### src/rtl/mfp_pwm_multi_digit_display_pkg.sv
`default_nettype none
// ============================================================================
//  Module   : mfp_pwm_multi_digit_display_pkg
//  Purpose  : Shared types, segment bit positions and the hex-to-segment
//             encode table for the multiplexed seven-segment scanner.
//  Revision : 1.0  initial release
// ============================================================================
package mfp_pwm_multi_digit_display_pkg;

  // Bit positions inside the {g,f,e,d,c,b,a} segment vector
  localparam int SEG_A = 0;
  localparam int SEG_B = 1;
  localparam int SEG_C = 2;
  localparam int SEG_D = 3;
  localparam int SEG_E = 4;
  localparam int SEG_F = 5;
  localparam int SEG_G = 6;

  typedef logic [6:0] seg_t;
  typedef logic [3:0] nibble_t;

  // Active-high {g..a} glyph for one hex nibble (lower-case b and d)
  function automatic seg_t hex_to_seg(input nibble_t n);
    seg_t s;
    case (n)
      4'h0:    s = 7'b0111111;
      4'h1:    s = 7'b0000110;
      4'h2:    s = 7'b1011011;
      4'h3:    s = 7'b1001111;
      4'h4:    s = 7'b1100110;
      4'h5:    s = 7'b1101101;
      4'h6:    s = 7'b1111101;
      4'h7:    s = 7'b0000111;
      4'h8:    s = 7'b1111111;
      4'h9:    s = 7'b1101111;
      4'hA:    s = 7'b1110111;
      4'hB:    s = 7'b1111100;
      4'hC:    s = 7'b0111001;
      4'hD:    s = 7'b1011110;
      4'hE:    s = 7'b1111001;
      default: s = 7'b1110001;
    endcase
    return s;
  endfunction

endpackage
`default_nettype wire

### src/rtl/mfp_hex_to_seven_segment.sv
`default_nettype none
// ============================================================================
//  Module   : mfp_hex_to_seven_segment
//  Purpose  : Combinational nibble to active-high {g..a} segment pattern.
//  Revision : 1.0  initial release
// ============================================================================
module mfp_hex_to_seven_segment
  import mfp_pwm_multi_digit_display_pkg::*;
(
  input  logic [3:0] i_nibble,
  output logic [6:0] o_seg
);

  // Pure table lookup; polarity is applied by the caller
  always_comb begin
    o_seg = hex_to_seg(i_nibble);
  end

endmodule
`default_nettype wire

### src/rtl/mfp_pwm_multi_digit_display.sv
`default_nettype none
// ============================================================================
//  Module   : mfp_pwm_multi_digit_display
//  Purpose  : N-digit multiplexed seven-segment scanner with per-digit
//             enable and dot, leading-zero suppression, PWM brightness,
//             anti-ghost blanking and frame-atomic input capture.
//  Revision : 1.0  initial release
// ============================================================================
module mfp_pwm_multi_digit_display
  import mfp_pwm_multi_digit_display_pkg::*;
#(
  parameter int N_DIGITS         = 8,
  parameter int SCAN_DIV         = 12500,
  parameter int PWM_BITS         = 4,
  parameter int GHOST_BLANK      = 4,
  parameter int ANODE_ACTIVE_LOW = 1,
  parameter int SEG_ACTIVE_LOW   = 1
) (
  input  logic                    clock,
  input  logic                    reset,
  input  logic [4*N_DIGITS-1:0]   number,
  input  logic [N_DIGITS-1:0]     dots,
  input  logic [N_DIGITS-1:0]     enable_mask,
  input  logic                    lzs,
  input  logic [PWM_BITS-1:0]     brightness,
  output logic [6:0]              seven_segments,
  output logic                    dot,
  output logic [N_DIGITS-1:0]     anodes,
  output logic                    frame_done
);

  localparam int c_PCNT_W = $clog2(SCAN_DIV);
  localparam int c_DIG_W  = $clog2(N_DIGITS);

  localparam logic [c_PCNT_W-1:0] c_PCNT_MAX = c_PCNT_W'(SCAN_DIV - 1);
  localparam logic [c_PCNT_W-1:0] c_GHOST    = c_PCNT_W'(GHOST_BLANK);
  localparam logic [c_DIG_W-1:0]  c_DIG_MAX  = c_DIG_W'(N_DIGITS - 1);

  // Idle levels of each pin group; XOR with these applies polarity
  localparam logic [N_DIGITS-1:0] c_AN_OFF  = (ANODE_ACTIVE_LOW != 0) ? '1 : '0;
  localparam logic [6:0]          c_SEG_OFF = (SEG_ACTIVE_LOW != 0) ? 7'h7F : 7'h00;
  localparam logic                c_DP_OFF  = (SEG_ACTIVE_LOW != 0);

  // Scan state
  logic [c_PCNT_W-1:0]   r_pcnt;
  logic [c_DIG_W-1:0]    r_digit;
  logic                  r_frame_done;
  logic                  r_load_pending;

  // Frame-atomic shadow copies of the inputs
  logic [4*N_DIGITS-1:0] r_sh_number;
  logic [N_DIGITS-1:0]   r_sh_dots;
  logic [N_DIGITS-1:0]   r_sh_en;
  logic [N_DIGITS-1:0]   r_sh_blank;
  logic [PWM_BITS-1:0]   r_sh_bright;

  // Registered pins
  logic [N_DIGITS-1:0]   r_anodes;
  logic [6:0]            r_segs;
  logic                  r_dot;

  logic                  w_tick;
  logic                  w_frame_end;
  logic                  w_load;
  logic [N_DIGITS-1:0]   w_blank_mask;
  logic [3:0]            w_nibble;
  logic [6:0]            w_seg_hi;
  logic [PWM_BITS-1:0]   w_pwm_cnt;
  logic                  w_pwm_on;
  logic                  w_lit;
  logic                  w_seg_on;
  logic                  w_dot_on;
  logic [N_DIGITS-1:0]   w_onehot;

  assign w_tick      = (r_pcnt == c_PCNT_MAX);
  assign w_frame_end = w_tick && (r_digit == c_DIG_MAX);
  assign w_load      = w_frame_end || r_load_pending;

  // Prescaler and digit counter; digit advances once per slot
  always_ff @(posedge clock) begin
    if (reset) begin
      r_pcnt  <= '0;
      r_digit <= '0;
    end else if (w_tick) begin
      r_pcnt  <= '0;
      r_digit <= (r_digit == c_DIG_MAX) ? '0 : r_digit + 1'b1;
    end else begin
      r_pcnt  <= r_pcnt + 1'b1;
    end
  end

  // One-cycle pulse following the tick that closes the last slot
  always_ff @(posedge clock) begin
    if (reset) begin
      r_frame_done <= 1'b0;
    end else begin
      r_frame_done <= w_frame_end;
    end
  end

  // Leading-zero mask: digit i blanks when it and all higher nibbles are 0
  always_comb begin : lzs_mask
    logic v_upper_zero;
    w_blank_mask = '0;
    v_upper_zero = 1'b1;
    for (int i = N_DIGITS - 1; i >= 1; i--) begin
      v_upper_zero    = v_upper_zero && (number[4*i +: 4] == 4'h0);
      w_blank_mask[i] = lzs && v_upper_zero;
    end
  end

  // Capture inputs only at frame boundaries (or once after reset)
  always_ff @(posedge clock) begin
    if (reset) begin
      r_sh_number    <= '0;
      r_sh_dots      <= '0;
      r_sh_en        <= '0;
      r_sh_blank     <= '0;
      r_sh_bright    <= '0;
      r_load_pending <= 1'b1;
    end else if (w_load) begin
      r_sh_number    <= number;
      r_sh_dots      <= dots;
      r_sh_en        <= enable_mask;
      r_sh_blank     <= w_blank_mask;
      r_sh_bright    <= brightness;
      r_load_pending <= 1'b0;
    end
  end

  assign w_nibble = r_sh_number[{r_digit, 2'b00} +: 4];

  mfp_hex_to_seven_segment u_hex (
    .i_nibble (w_nibble),
    .o_seg    (w_seg_hi)
  );

  // PWM uses the low prescaler bits as a sawtooth; full scale is always on
  assign w_pwm_cnt = r_pcnt[PWM_BITS-1:0];
  assign w_pwm_on  = (r_sh_bright == '1) || (w_pwm_cnt < r_sh_bright);
  assign w_lit     = (r_pcnt >= c_GHOST) && r_sh_en[r_digit] && w_pwm_on;
  assign w_seg_on  = w_lit && !r_sh_blank[r_digit];
  assign w_dot_on  = w_lit && r_sh_dots[r_digit];
  assign w_onehot  = {{(N_DIGITS-1){1'b0}}, 1'b1} << r_digit;

  // Output register: every pin is glitch-free and one cycle behind the scan state
  always_ff @(posedge clock) begin
    if (reset) begin
      r_anodes <= c_AN_OFF;
      r_segs   <= c_SEG_OFF;
      r_dot    <= c_DP_OFF;
    end else begin
      r_anodes <= (w_lit ? w_onehot : '0) ^ c_AN_OFF;
      r_segs   <= (w_seg_on ? w_seg_hi : 7'h00) ^ c_SEG_OFF;
      r_dot    <= w_dot_on ^ c_DP_OFF;
    end
  end

  assign anodes         = r_anodes;
  assign seven_segments = r_segs;
  assign dot            = r_dot;
  assign frame_done     = r_frame_done;

endmodule
`default_nettype wire

### config.mk
export PLATFORM = sky130hd
export DESIGN_NAME = mfp_pwm_multi_digit_display
export DESIGN_NICKNAME = d
export VERILOG_FILES = /design/src/rtl/mfp_pwm_multi_digit_display_pkg.sv /design/src/rtl/mfp_hex_to_seven_segment.sv /design/src/rtl/mfp_pwm_multi_digit_display.sv
export SDC_FILE = /design/constraint.sdc
export NUM_CORES = 1
export LEC_CHECK = 0
export ABC_AREA = 1
export ABC_CLOCK_PERIOD_IN_PS = 4650
export BUFFER_PORTS_ARGS = -buffer_cell sky130_fd_sc_hd__buf_2
export CAP_MARGIN = 20
export CORE_MARGIN = 1
export CORE_UTILIZATION = 45
export DETAILED_ROUTE_END_ITERATION = 8
export PLACE_DENSITY_LB_ADDON = 0.15
export SLEW_MARGIN = 10
export SYNTH_ARGS = -nofsm -noshare
export SYNTH_HDL_FRONTEND = slang
export SYNTH_SLANG_ARGS = --single-unit
### constraint.sdc
create_clock -name clock -period 4.65 [get_ports clock]
set_clock_uncertainty 0.15 [all_clocks]
set_input_delay 0.6975 -clock clock [delete_from_list [all_inputs] [get_ports clock]]
set_output_delay 0.6975 -clock clock [all_outputs]
set_load 0.05 [all_outputs]
==> run_summary.xml <==
<?xml version="1.0" encoding="UTF-8"?>
<metrics>
  <group name="status">
    <metric name="run_status" unit="">completed</metric>
  </group>
  <group name="synth">
    <metric name="post_synth_num_cell_types" unit="">29</metric>
    <metric name="yosys.area.top_type_share" unit="%">42.5</metric>
    <metric name="post-synth-top-area-cell" unit="">sky130_fd_sc_hd__dfxtp_1</metric>
    <metric name="yosys-top-cells-area" unit="">sky130_fd_sc_hd__dfxtp_1 43%, sky130_fd_sc_hd__nand2_1 11%, sky130_fd_sc_hd__nor2_1 11%</metric>
    <metric name="synth_seq_area_share" unit="%">42.5</metric>
    <metric name="ys_async_sr_fraction" unit="%">0</metric>
    <metric name="synthesis.area" unit="sq um">4430</metric>
    <metric name="syn_area_per_cell" unit="sq um">6.87</metric>
    <metric name="synth_seq_cells" unit="">94</metric>
    <metric name="synthesis.instances" unit="">644</metric>
    <metric name="ys.warnings.count" unit="">0</metric>
    <metric name="synth_edf_count" unit="">0</metric>
    <metric name="syn-num-nets" unit="">716</metric>
    <metric name="synth_ff_type" unit="">sky130_fd_sc_hd__dfxtp_1</metric>
  </group>
  <group name="critical_path">
    <metric name="worstPathRequired" unit="ns">4.79</metric>
    <metric name="path_max_fanout" unit="">69</metric>
    <metric name="worstSetupStartpointType" unit="">flop</metric>
    <metric name="reg2reg_from" unit="">r_digit[1]$_SDFFE_PP0N_</metric>
    <metric name="worst_setup_path_startpoint" unit="">r_digit[1]$_SDFFE_PP0N_</metric>
    <metric name="setup.worst_path.class" unit="">flop to flop</metric>
    <metric name="timing.reg2reg.worst_path_depth" unit="">7</metric>
    <metric name="crit_path_end_kind" unit="">flop</metric>
    <metric name="worstPathArrival" unit="ns">2.61</metric>
  </group>
  <group name="pwr">
    <metric name="netSwitchingPower" unit="uW">398</metric>
    <metric name="leakagePower" unit="nW">2.28</metric>
    <metric name="pwr-share-seq" unit="%">55.1</metric>
    <metric name="peakVddDrop" unit="mV">0.179</metric>
    <metric name="clkPwrFrac" unit="%">34.7</metric>
    <metric name="fin_total_pwr" unit="mW">1.56</metric>
    <metric name="power_density" unit="nW/um^2">311</metric>
    <metric name="power.combinational.fraction" unit="%">10.2</metric>
    <metric name="switching_share" unit="%">25.6</metric>
    <metric name="p_int" unit="mW">1.16</metric>
  </group>
  <group name="final_layout">
    <metric name="seq_area" unit="sq um">1880</metric>
    <metric name="area_growth_from_synthesis_to_final_layout" unit="%">12.9</metric>
    <metric name="final_layout_size_suffix_gt1_share" unit="%">14.8</metric>
    <metric name="postLayoutCoreUtil" unit="%">53.4</metric>
    <metric name="layout.cells.most_common" unit="">sky130_fd_sc_hd__nand2_1</metric>
    <metric name="diodes_inserted" unit="">0</metric>
    <metric name="layout.nets" unit="">772</metric>
    <metric name="layout.filler_cells" unit="">981</metric>
    <metric name="multi_input_area" unit="sq um">2160</metric>
    <metric name="highest_count_cells_in_the_layout_ignoring_fill_and_taps" unit="">134 x sky130_fd_sc_hd__nand2_1, 126 x sky130_fd_sc_hd__nor2_1, 94 x sky130_fd_sc_hd__dfxtp_1</metric>
  </group>
  <group name="sta">
    <metric name="finalSetupTns" unit="ns">0</metric>
    <metric name="final_max_slew_viol_count" unit="">0</metric>
    <metric name="report.final.hold_viol_count" unit="">0</metric>
    <metric name="min_period" unit="ns">2.47</metric>
    <metric name="relSlewSlack" unit="%">47.7</metric>
    <metric name="worst_slew_pin_slew" unit="ns">0.784</metric>
    <metric name="timing.hold.ws" unit="ns">0.320</metric>
    <metric name="part_of_the_cycle_the_worst_path_needs" unit="%">53.2</metric>
    <metric name="setup_slack" unit="ns">2.18</metric>
    <metric name="fmax" unit="MHz">404</metric>
    <metric name="grt_setup_unrepaired" unit="">false</metric>
    <metric name="final_setup_violation_count" unit="">0</metric>
  </group>
  <group name="drt">
    <metric name="total_wire_length_after_detailed_routing" unit="um">10100</metric>
    <metric name="route.detailed.vias_per_inst" unit="">4.93</metric>
    <metric name="detail_route.first_pass.iterations" unit="">4</metric>
    <metric name="drc_errors" unit="">0</metric>
    <metric name="route.detailed.wl_per_inst" unit="um">12.1</metric>
    <metric name="route.vias.total" unit="">4108</metric>
    <metric name="ant_nets" unit="">0</metric>
    <metric name="initialDrtViolationCount" unit="">172</metric>
  </group>
  <group name="global_routing">
    <metric name="grt_first_pass_wirelength" unit="um">17000</metric>
    <metric name="grt_util_met1" unit="%">27.9</metric>
    <metric name="grt_most_used_layer" unit="">met2</metric>
    <metric name="grt_util_all_layers" unit="%">20.9</metric>
    <metric name="grt_max_degree" unit="">70</metric>
    <metric name="initial_antenna_violation_count" unit="">0</metric>
    <metric name="met3_usage" unit="%">2.97</metric>
    <metric name="first_global_vias" unit="">3744</metric>
    <metric name="gr-usage-met2" unit="%">34.3</metric>
    <metric name="globalRouteOverflowTotal" unit="">0</metric>
  </group>
  <group name="clocking">
    <metric name="clock_sink_count" unit="">94</metric>
    <metric name="cts_tree" unit="">done</metric>
    <metric name="clk_slew_on_worst_s_h_paths" unit="ns">0.09</metric>
    <metric name="cts_max_path_buffers" unit="">2</metric>
    <metric name="cts.root.buffer_cell" unit="">sky130_fd_sc_hd__clkbuf_8</metric>
    <metric name="post_cts_resized" unit="">0</metric>
    <metric name="clock_insertion_delay_worst_skew" unit="ns">0.36</metric>
    <metric name="cts.htree.levels" unit="">3</metric>
    <metric name="cts_made_buffers" unit="">9</metric>
    <metric name="post_cts.repair.setup_buffers" unit="">0</metric>
    <metric name="cts_hold_buffers" unit="">0</metric>
  </group>
  <group name="min_path">
    <metric name="whs_path_depth" unit="">2</metric>
    <metric name="worst_hold_path_type" unit="">flop to flop</metric>
    <metric name="timing.hold.worst.start" unit="">r_sh_blank[4]$_SDFFE_PP0P_</metric>
  </group>
  <group name="floorplanning">
    <metric name="die_x" unit="um">101</metric>
    <metric name="die_y" unit="um">101</metric>
    <metric name="initial_util" unit="%">47.2</metric>
    <metric name="fp.dieArea" unit="sq um">10200</metric>
    <metric name="design.portCount" unit="">72</metric>
    <metric name="core-area" unit="sq um">9370</metric>
    <metric name="rows" unit="">35</metric>
  </group>
  <group name="placement">
    <metric name="placement.io_buffers" unit="">71</metric>
    <metric name="routabilityCongestion" unit="">0.802</metric>
    <metric name="post-dp-hpwl" unit="um">7040</metric>
    <metric name="preCtsSetupSlack" unit="ns">2.18</metric>
  </group>
  <group name="run">
    <metric name="number_of_violations_of_the_max_capacitance_limit" unit="">0</metric>
  </group>
</metrics>
-- registers in the layout, indices dropped and copies added (netlist names), 3 cells and up --
name and flops:
r_digit 3, r_sh_dots 8, anodes 8, r_sh_blank 7, r_pcnt 14, r_sh_en 8, r_sh_bright 4, seven_segments 7
r_sh_number 32
-- final timing paths --
check | endpoint | slack, ns
worst max-delay path | r_sh_number[15]$_SDFFE_PP0P_ | 2.18
worst min-delay path | r_sh_blank[4]$_SDFFE_PP0P_ | 0.32
worst max register to register | r_sh_number[15]$_SDFFE_PP0P_ | 2.18
worst min register to register | r_sh_blank[4]$_SDFFE_PP0P_ | 0.32
-- Yosys cell counts, types with 4 or more instances --
cell type                  number
sky130_fd_sc_hd__inv_1         55
sky130_fd_sc_hd__dfxtp_1       94
sky130_fd_sc_hd__a21oi_1       30
sky130_fd_sc_hd__ha_1          17
sky130_fd_sc_hd__clkbuf_1       8
sky130_fd_sc_hd__nor3_1         6
sky130_fd_sc_hd__nand4_1        4
sky130_fd_sc_hd__inv_2          7
sky130_fd_sc_hd__nand3_1       56
sky130_fd_sc_hd__nand2_1      134
sky130_fd_sc_hd__nor2_1       126
sky130_fd_sc_hd__buf_2         16
sky130_fd_sc_hd__o21ai_0       63
-- per-stage QoR --
stage,area (sq um),std cells
3_3_place_gp,4810,818
4_1_cts,5000,833
6_report,5000,833
3_5_place_dp,4810,818
5_1_grt,5000,833
2_1_floorplan,4430,644
-- cell type report --
cell class	count	share of cell area, %
clock buffer	11	2.83
clock inverter	4	0.951
inverter	62	4.65
multi-input combinational	459	43.1
sequential	94	37.6
tap	129	3.23
timing repair buffer	74	7.56
-- kinds of logic after synthesis --
logic type | Yosys count | share of synthesized area, %
AND/OR/NAND/NOR | 341 | 32.1
AO/OA/AOI/OAI | 101 | 11.8
flip-flops | 94 | 42.5
buffers and inverters | 91 | 8.76
adder cells (fa/ha/maj) | 17 | 4.80
-- worst max-delay path: stages (launching register included) --
cell	delay, ns
sky130_fd_sc_hd__dfxtp_1	0.71
sky130_fd_sc_hd__ha_1	0.28
sky130_fd_sc_hd__ha_1	0.20
sky130_fd_sc_hd__nand3_1	0.15
sky130_fd_sc_hd__nand2_2	0.11
sky130_fd_sc_hd__buf_4	0.47
sky130_fd_sc_hd__o21ai_0	0.18
sky130_fd_sc_hd__a21oi_1	0.14
-- per-layer routing --
| metal | wire, um | share of wire [%] |
|---|---|---|
| met4 | 164 | 1.6 |
| met1 | 5000 | 50 |
| met2 | 4520 | 45 |
| met3 | 385 | 3.8 |
| met5 | 0 | 0 |
-- power by group through the flow --
| stage | registers (mW) | logic (mW) | clock network [mW] |
|---|---|---|---|
| floorplan | 0.871 | 0.110 | 0 |
| global route | 0.861 | 0.184 | 0.586 |
| CTS | 0.857 | 0.159 | 0.549 |
| global placement | 0.875 | 0.155 | 0 |
| detailed placement | 0.876 | 0.158 | 0 |
| finish | 0.857 | 0.159 | 0.540 |
No activity file was read; power rests on OpenSTA's default activity.
